<file path="src/rtl/adda_pkg.sv">
// Shared definitions for the AD/DA DAC SPI sequencer.
// Holds the sequencer state encoding, the default frame width and the DAC command constants.
// No ports; imported by adda_dac_sequencer and dac_frame_shifter.
package adda_pkg;

   // Default frame: 8-bit command followed by 16-bit data word.
   localparam int FRAME_W = 8 + 16;

   // DAC command bytes.
   localparam logic [7:0] CMD_WRITE_UPDATE = 8'h30;
   localparam logic [7:0] CMD_WRITE        = 8'h00;

   typedef enum logic [2:0] {
      IDLE  = 3'd0,
      SHIFT = 3'd1,
      HOLD  = 3'd2,
      LDAC  = 3'd3,
      GAP   = 3'd4
   } state_t;

endpackage

</file>
<file path="src/rtl/dac_frame_shifter.sv">
// Parallel serialiser for the DAC lanes: SCLK half-period divider, bit counter, per-lane shift registers.
// Latency: i_load at T puts the frame MSB on o_sdata with SCLK high at T+1; each bit lasts 2*SCLK_HALF cycles.
// Backpressure: none; the caller only loads when idle and watches o_last_bit to know when the frame ends.
// Ports:
//   i_clk, i_rst      clock, asynchronous active-high reset
//   i_load            load i_frames and start shifting (load and start in one strobe)
//   i_frames          N_LANES frames of FRAME_W bits; lane l = [l*FRAME_W +: FRAME_W]
//   o_last_bit        high in the final cycle of the last bit's low phase
//   o_sclk            serial clock, idles high
//   o_sdata           one serial data bit per lane, MSB first, 0 when idle
module dac_frame_shifter
   import adda_pkg::*;
#(
   parameter int N_LANES   = 8,
   parameter int FRAME_W   = adda_pkg::FRAME_W,
   parameter int SCLK_HALF = 1
) (
   input  logic                         i_clk,
   input  logic                         i_rst,
   input  logic                         i_load,
   input  logic [N_LANES*FRAME_W-1:0]   i_frames,
   output logic                         o_last_bit,
   output logic                         o_sclk,
   output logic [N_LANES-1:0]           o_sdata
);

   localparam int HC_W = (SCLK_HALF > 1) ? $clog2(SCLK_HALF) : 1;

   logic [N_LANES-1:0][FRAME_W-1:0] r_shift;
   logic [HC_W-1:0]                 r_half_cnt;
   logic [4:0]                      r_bit_cnt;
   logic                            r_active;
   logic                            r_sclk;

   logic w_half_end;
   logic w_last;

   assign w_half_end = r_active && (r_half_cnt == HC_W'(SCLK_HALF - 1));
   // The frame ends at the close of the low phase of the final bit.
   assign w_last     = w_half_end && !r_sclk && (r_bit_cnt == 5'(FRAME_W - 1));
   assign o_last_bit = w_last;
   assign o_sclk     = r_sclk;

   // The register MSB drives the pin directly; after the last shift the
   // registers hold zero, so the lanes idle low without extra gating.
   always_comb begin
      o_sdata = '0;
      for (int l = 0; l < N_LANES; l++) begin
         o_sdata[l] = r_shift[l][FRAME_W-1];
      end
   end

   always_ff @(posedge i_clk or posedge i_rst) begin
      if (i_rst) begin
         r_shift    <= '0;
         r_half_cnt <= '0;
         r_bit_cnt  <= '0;
         r_active   <= 1'b0;
         r_sclk     <= 1'b1;
      end else if (i_load) begin
         r_shift    <= i_frames;
         r_half_cnt <= '0;
         r_bit_cnt  <= '0;
         r_active   <= 1'b1;
         r_sclk     <= 1'b1;
      end else if (w_half_end) begin
         r_half_cnt <= '0;
         r_sclk     <= ~r_sclk;
         // Data advances only on the low->high transition so it stays
         // stable across the falling edge the DAC samples on.
         if (!r_sclk) begin
            for (int l = 0; l < N_LANES; l++) begin
               r_shift[l] <= r_shift[l] << 1;
            end
            if (w_last) begin
               r_active  <= 1'b0;
               r_bit_cnt <= '0;
            end else begin
               r_bit_cnt <= r_bit_cnt + 5'd1;
            end
         end
      end else if (r_active) begin
         r_half_cnt <= r_half_cnt + HC_W'(1);
      end
   end

endmodule

</file>
<file path="src/rtl/adda_dac_sequencer.sv">
// DAC SPI sequencer: round-robin arbiter between config (req0) and stream (req1) requesters,
// serialises {cmd, data_l} on all lanes in parallel, then pulses LDAC so every DAC output updates together.
// Latency: accept at T -> sync_n low from T+1 for 49*SCLK_HALF cycles, LDAC, optional gap, done on return to IDLE.
// Backpressure: reqX_ready is high only in IDLE for the selected requester; requesters hold valid until accepted.
// Ports:
//   aclk, areset                        clock, asynchronous active-high reset
//   reqX_valid/ready/cmd/data           requester handshakes; data lane l = [l*DATA_W +: DATA_W]
//   DAC_SPI_clk, DAC_sync_n, DAC_ldac_n DAC control pins (all idle high)
//   DAC_SPI                             serial data, one bit per lane
//   busy, grant_id, done                status: not IDLE, last accepted requester, frame-complete pulse
module adda_dac_sequencer
   import adda_pkg::*;
#(
   parameter int N_LANES     = 8,
   parameter int DATA_W      = 16,
   parameter int CMD_W       = 8,
   parameter int SCLK_HALF   = 1,
   parameter int LDAC_CYCLES = 2,
   parameter int SYNC_GAP    = 2
) (
   input  logic                       aclk,
   input  logic                       areset,
   input  logic                       req0_valid,
   output logic                       req0_ready,
   input  logic [CMD_W-1:0]           req0_cmd,
   input  logic [N_LANES*DATA_W-1:0]  req0_data,
   input  logic                       req1_valid,
   output logic                       req1_ready,
   input  logic [CMD_W-1:0]           req1_cmd,
   input  logic [N_LANES*DATA_W-1:0]  req1_data,
   output logic                       DAC_SPI_clk,
   output logic                       DAC_sync_n,
   output logic                       DAC_ldac_n,
   output logic [N_LANES-1:0]         DAC_SPI,
   output logic                       busy,
   output logic                       grant_id,
   output logic                       done
);

   localparam int  FW     = CMD_W + DATA_W;
   localparam int  CNT_W  = 16;
   localparam bit  GAP_EN = (SYNC_GAP > 0);

   state_t             r_state;
   state_t             w_state_nxt;
   logic [CNT_W-1:0]   r_cnt;
   logic               w_cnt_clr;
   logic               r_rr_ptr;
   logic               r_grant_id;
   logic               r_busy;
   logic               r_done;
   logic               r_sync_n;
   logic               r_ldac_n;

   logic               w_sel1;
   logic               w_accept;
   logic               w_last_bit;
   logic [N_LANES*FW-1:0] w_frames;

   // ---------------- Arbiter ----------------
   // A lone valid wins outright; the RR pointer only breaks ties.
   always_comb begin
      w_sel1 = 1'b0;
      if (req0_valid && req1_valid) begin
         w_sel1 = r_rr_ptr;
      end else begin
         w_sel1 = req1_valid;
      end
   end

   assign req0_ready = (r_state == IDLE) && req0_valid && !w_sel1;
   assign req1_ready = (r_state == IDLE) && req1_valid &&  w_sel1;
   assign w_accept   = req0_ready || req1_ready;

   // Frames are built from the selected requester; the shifter captures
   // them on accept, so the requester may change cmd/data afterwards.
   always_comb begin
      w_frames = '0;
      for (int l = 0; l < N_LANES; l++) begin
         if (w_sel1) begin
            w_frames[l*FW +: FW] = {req1_cmd, req1_data[l*DATA_W +: DATA_W]};
         end else begin
            w_frames[l*FW +: FW] = {req0_cmd, req0_data[l*DATA_W +: DATA_W]};
         end
      end
   end

   dac_frame_shifter #(
      .N_LANES   (N_LANES),
      .FRAME_W   (FW),
      .SCLK_HALF (SCLK_HALF)
   ) u_shifter (
      .i_clk      (aclk),
      .i_rst      (areset),
      .i_load     (w_accept),
      .i_frames   (w_frames),
      .o_last_bit (w_last_bit),
      .o_sclk     (DAC_SPI_clk),
      .o_sdata    (DAC_SPI)
   );

   // ---------------- FSM ----------------
   always_ff @(posedge aclk or posedge areset) begin
      if (areset) begin
         r_state <= IDLE;
      end else begin
         r_state <= w_state_nxt;
      end
   end

   // r_cnt times HOLD/LDAC/GAP; it restarts from zero on every state change.
   always_comb begin
      w_state_nxt = r_state;
      w_cnt_clr   = 1'b1;
      case (r_state)
         IDLE: begin
            if (w_accept) w_state_nxt = SHIFT;
         end
         SHIFT: begin
            if (w_last_bit) w_state_nxt = HOLD;
         end
         HOLD: begin
            if (r_cnt == CNT_W'(SCLK_HALF - 1)) w_state_nxt = LDAC;
            else                                w_cnt_clr   = 1'b0;
         end
         LDAC: begin
            if (r_cnt == CNT_W'(LDAC_CYCLES - 1)) w_state_nxt = GAP_EN ? GAP : IDLE;
            else                                  w_cnt_clr   = 1'b0;
         end
         GAP: begin
            if (r_cnt == CNT_W'(SYNC_GAP - 1)) w_state_nxt = IDLE;
            else                               w_cnt_clr   = 1'b0;
         end
         default: w_state_nxt = IDLE;
      endcase
   end

   // Outputs are registered from the next state so they line up with it.
   always_ff @(posedge aclk or posedge areset) begin
      if (areset) begin
         r_cnt      <= '0;
         r_rr_ptr   <= 1'b0;
         r_grant_id <= 1'b0;
         r_busy     <= 1'b0;
         r_done     <= 1'b0;
         r_sync_n   <= 1'b1;
         r_ldac_n   <= 1'b1;
      end else begin
         r_cnt    <= w_cnt_clr ? '0 : r_cnt + CNT_W'(1);
         r_sync_n <= !((w_state_nxt == SHIFT) || (w_state_nxt == HOLD));
         r_ldac_n <= !(w_state_nxt == LDAC);
         r_busy   <= (w_state_nxt != IDLE);
         r_done   <= (r_state != IDLE) && (w_state_nxt == IDLE);
         if (w_accept) begin
            r_grant_id <= w_sel1;
            r_rr_ptr   <= !w_sel1;
         end
      end
   end

   assign DAC_sync_n = r_sync_n;
   assign DAC_ldac_n = r_ldac_n;
   assign busy       = r_busy;
   assign grant_id   = r_grant_id;
   assign done       = r_done;

endmodule

</file>
<file path="config.mk">
export PLATFORM = sky130hd
export DESIGN_NAME = adda_dac_sequencer
export DESIGN_NICKNAME = d
export VERILOG_FILES = /design/src/rtl/adda_pkg.sv /design/src/rtl/dac_frame_shifter.sv /design/src/rtl/adda_dac_sequencer.sv
export SDC_FILE = /design/constraint.sdc
export NUM_CORES = 1
export LEC_CHECK = 0
export ABC_AREA = 1
export ABC_CLOCK_PERIOD_IN_PS = 21600
export BUFFER_PORTS_ARGS = -buffer_cell sky130_fd_sc_hd__buf_2
export CORE_AREA = 8 8 159 161
export DETAILED_ROUTE_END_ITERATION = 16
export DIE_AREA = 0 0 167 169
export MAX_ROUTING_LAYER = met4
export PLACE_DENSITY_LB_ADDON = 0.3
export SKIP_LAST_GASP = 1
export SYNTH_ARGS = -nofsm -noshare
export SYNTH_HDL_FRONTEND = slang
export SYNTH_HIERARCHICAL = 1
export SYNTH_SLANG_ARGS = --single-unit
</file>
<file path="constraint.sdc">
create_clock -name aclk -period 21.6 [get_ports aclk]
set_clock_uncertainty 0.05 [all_clocks]
set_input_delay 4.32 -clock aclk [delete_from_list [all_inputs] [get_ports aclk]]
set_output_delay 4.32 -clock aclk [all_outputs]
set_load 0.1 [all_outputs]
</file>
==> summary.txt <==
wire length on met1 -> 13,500 µm
FF-to-FF setup slack -> 17,550 ps
outcome -> finished clean
top sig layer -> met4
Post-Syn Nets -> 1,988
post-synth top area cell -> dfrtp_1
Pint -> 723 µW
sw frac -> 0.226
Slew Viols, Final -> 0
initial antenna violation count -> 1
fin crit period -> 10,270 ps
Seq/Total Area, Yosys -> 0.473
Setup violations, final -> 0
setup bufs post-CTS -> 0
Worst Setup EP -> req1_ready
WP data arrival -> 5900 ps
RSZ-0062 raised after global routing -> no
row count -> 56
CTS Buffer Depth -> 3
slew of the pin with the lowest slew margin -> 1220 ps
top cells by area, synth -> dfrtp_1 (47%), nand2_1 (31%), nand3_1 (7.6%), buf_2 (2.1%), nor2_1 (1.7%)
Avg WL per Cell -> 13.3 µm
Die Y -> 169 µm
initial core utilization -> 0.519
Total Power -> 934 µW
clk root buf -> clkbuf_16
share of layout cells above drive strength 1 -> 0.195
filler instances -> 2,082
H-tree level count -> 1
Post-Syn Area -> 11,900 µm²
Hold Crit Start -> u_shifter/r_shift[144]$_DFFE_PP0P_
met3 routed WL -> 1410 µm
part of the power in registers -> 0.452
Leakage -> 0.00780 µW
Final Hold Viols -> 0
HP Class -> register to register
most common library cells after synthesis -> nand2_1 (979), dfrtp_1 (222), nand3_1 (181)
nets -> 2,212
top-area cell type share of the netlist area -> 0.467
Peak Freq -> 0.0974 GHz
Yosys reg bits -> 225
die area -> 28,200 µm²
vias in the first global route -> 10,738
post-route setup TNS -> 0 ps
Crit. Startpoint -> req0_valid
Crit Path Category -> input pin to output port
Critical Path End Type -> output port
combinational share of power -> 0.071
number of port buffers -> 291
final critical-path share of the clock period -> 0.475
largest net degree at the start of global routing -> 134
DRT Pass-1 Iters -> 5
Routed WL -> 29,900 µm
WP data required -> 17,230 ps
first-pass GRT wire length -> 49,800 µm
area grow syn2layout -> 18.8%
First DRT Iteration DRCs -> 744
Rel. slew slack -> 0.188
power per cell area -> 66.1 nW/µm²
worst r2r src -> r_rr_ptr$_DFFE_PP0P_
Hold Buf Count CTS -> 0
yosys warns -> 6
DRC viols -> 0
detailed placement HPWL -> 19,800 µm
CTS buffer count -> 25
routability cong. -> 0.831
EDFF count, synth -> 0
Skew-Pair Late Insertion Delay -> 520 ps
synthesized instance count -> 1,708
total global routing overflow -> 0
clock power share -> 0.478
most common cell in the netlist -> nand2_1
most frequently used flop master after synthesis -> dfrtp_1
All-Layer GR Usage -> 0.211
via/cell ratio -> 4.97
r2r worst-path depth -> 10
CTS resizes -> 0
Syn Area/Cell -> 6.97 µm²
routed via count -> 11,139
clock-pin slew on the worst setup and hold paths -> 60 ps
CTS tree -> built
Core Area -> 22,900 µm²
Max Cap Viol -> 0
I/O Pins -> 292
Psw -> 211 µW
critical path peak fanout -> 62
die width -> 167 µm
Synth cell types -> 30
reg2reg end -> u_shifter/r_shift[8]$_DFFE_PP0P_
Post-synth ARST share -> 1.00
WL met2 -> 14,500 µm
Critical Path Start Type -> input pin
peak supply drop -> 0.0000485 V
Final ANT Viol Nets -> 0
CTS sink cnt -> 225
## logic make-up after synthesis
| family | synth area share |
|---|---|
| adder cells (fa/ha/maj) | 0.00421 |
| flip-flops | 0.473 |
| AO/OA/AOI/OAI | 0.0249 |
| buffers and inverters | 0.0642 |
| XOR/XNOR | 0.00957 |
| AND/OR/NAND/NOR | 0.424 |
## sequential cells by signal (all words and copies together), names as in the netlist
name                  count
r_rr_ptr                  1
done                      1
grant_id                  1
DAC_ldac_n                1
u_shifter/r_half_cnt      1
u_shifter/r_shift       184
DAC_sync_n                1
r_state                   3
u_shifter/o_sclk          1
busy                      1
u_shifter/o_sdata         8
u_shifter/r_active        1
r_cnt                    16
u_shifter/r_bit_cnt       5
## placed cells by master (no fill, tap or decap), types with 3 or more instances in the layout
| cell type | instances |
|---|---|
| nand2_1 | 978 |
| buf_2 | 291 |
| dfrtp_1 | 222 |
| nand3_1 | 181 |
| nor2_1 | 55 |
| inv_1 | 52 |
| clkbuf_16 | 25 |
| a21oi_1 | 23 |
| o21ai_0 | 17 |
| nor2_2 | 13 |
| o21ai_1 | 12 |
| xor2_1 | 8 |
| buf_4 | 8 |
| nand4_1 | 7 |
| clkinv_2 | 6 |
| nand2_2 | 5 |
| xnor2_1 | 5 |
| nor2_4 | 4 |
| ha_1 | 4 |
| clkbuf_8 | 4 |
| bufinv_16 | 4 |
| dfstp_2 | 3 |
| nand3_2 | 3 |
| clkbuf_1 | 3 |
## worst min-delay path by stage
stage / end / slack [ps] / cells after the start
final: u_shifter/r_shift[144]$_DFFE_PP0P_ / 420 / 2
after global routing: u_shifter/r_shift[46]$_DFFE_PP0P_ / 450 / 2
after CTS: u_shifter/r_shift[144]$_DFFE_PP0P_ / 430 / 2
after detailed placement: u_shifter/r_shift[168]$_DFFE_PP0P_ / 410 / 2
after global placement: u_shifter/r_shift[144]$_DFFE_PP0P_ / 410 / 2
after floorplan: u_shifter/r_shift[120]$_DFFE_PP0P_ / 390 / 2
## area by class of cell
class | instances | area (µm²) | share of cell area
timing repair buffer | 299 | 1520 | 0.107
clock buffer | 32 | 692 | 0.0490
sequential | 225 | 5630 | 0.399
multi-input combinational | 1324 | 5510 | 0.390
clock inverter | 14 | 183 | 0.0129
antenna | 1 | 2.50 | 0.000177
inverter | 57 | 229 | 0.0162
tap | 290 | 363 | 0.0257
## layer usage
metal	up-vias	global-route usage
li1	5734	-
met1	5111	0.267
met2	252	0.353
met3	42	0.0363
met4	0	0.0439
met5	-	-
## power groups by stage
stage               sequential, µW  combinational [µW]  clock, µW
floorplan                      429                32.4          0
global placement               429                65.9          0
detailed placement             429                66.6          0
CTS                            421                66.9        455
global route                   421                75.4        472
finish                         422                65.9        446
## worst max-delay path, cell delays in order
cell,delay [ps]
buf_2,110
inv_1,40
nor2_1,50
nor2_4,80
buf_4,470
nand2_1,290
inv_1,100
buf_2,420
## stage by stage
stage               hold WS (ps)  area, µm²   util  setup WS, ps  std cells
floorplan                    392      11900      -         11270       1708
global placement             410      13300  0.579         11360       2195
detailed placement           411      13300  0.579         11320       2195
CTS                          427      14100  0.617         11310       2241
global route                 448      14100  0.617         11160       2242
finish                       422      14100  0.617         11330       2242
Power figures use the tool's default switching activity.
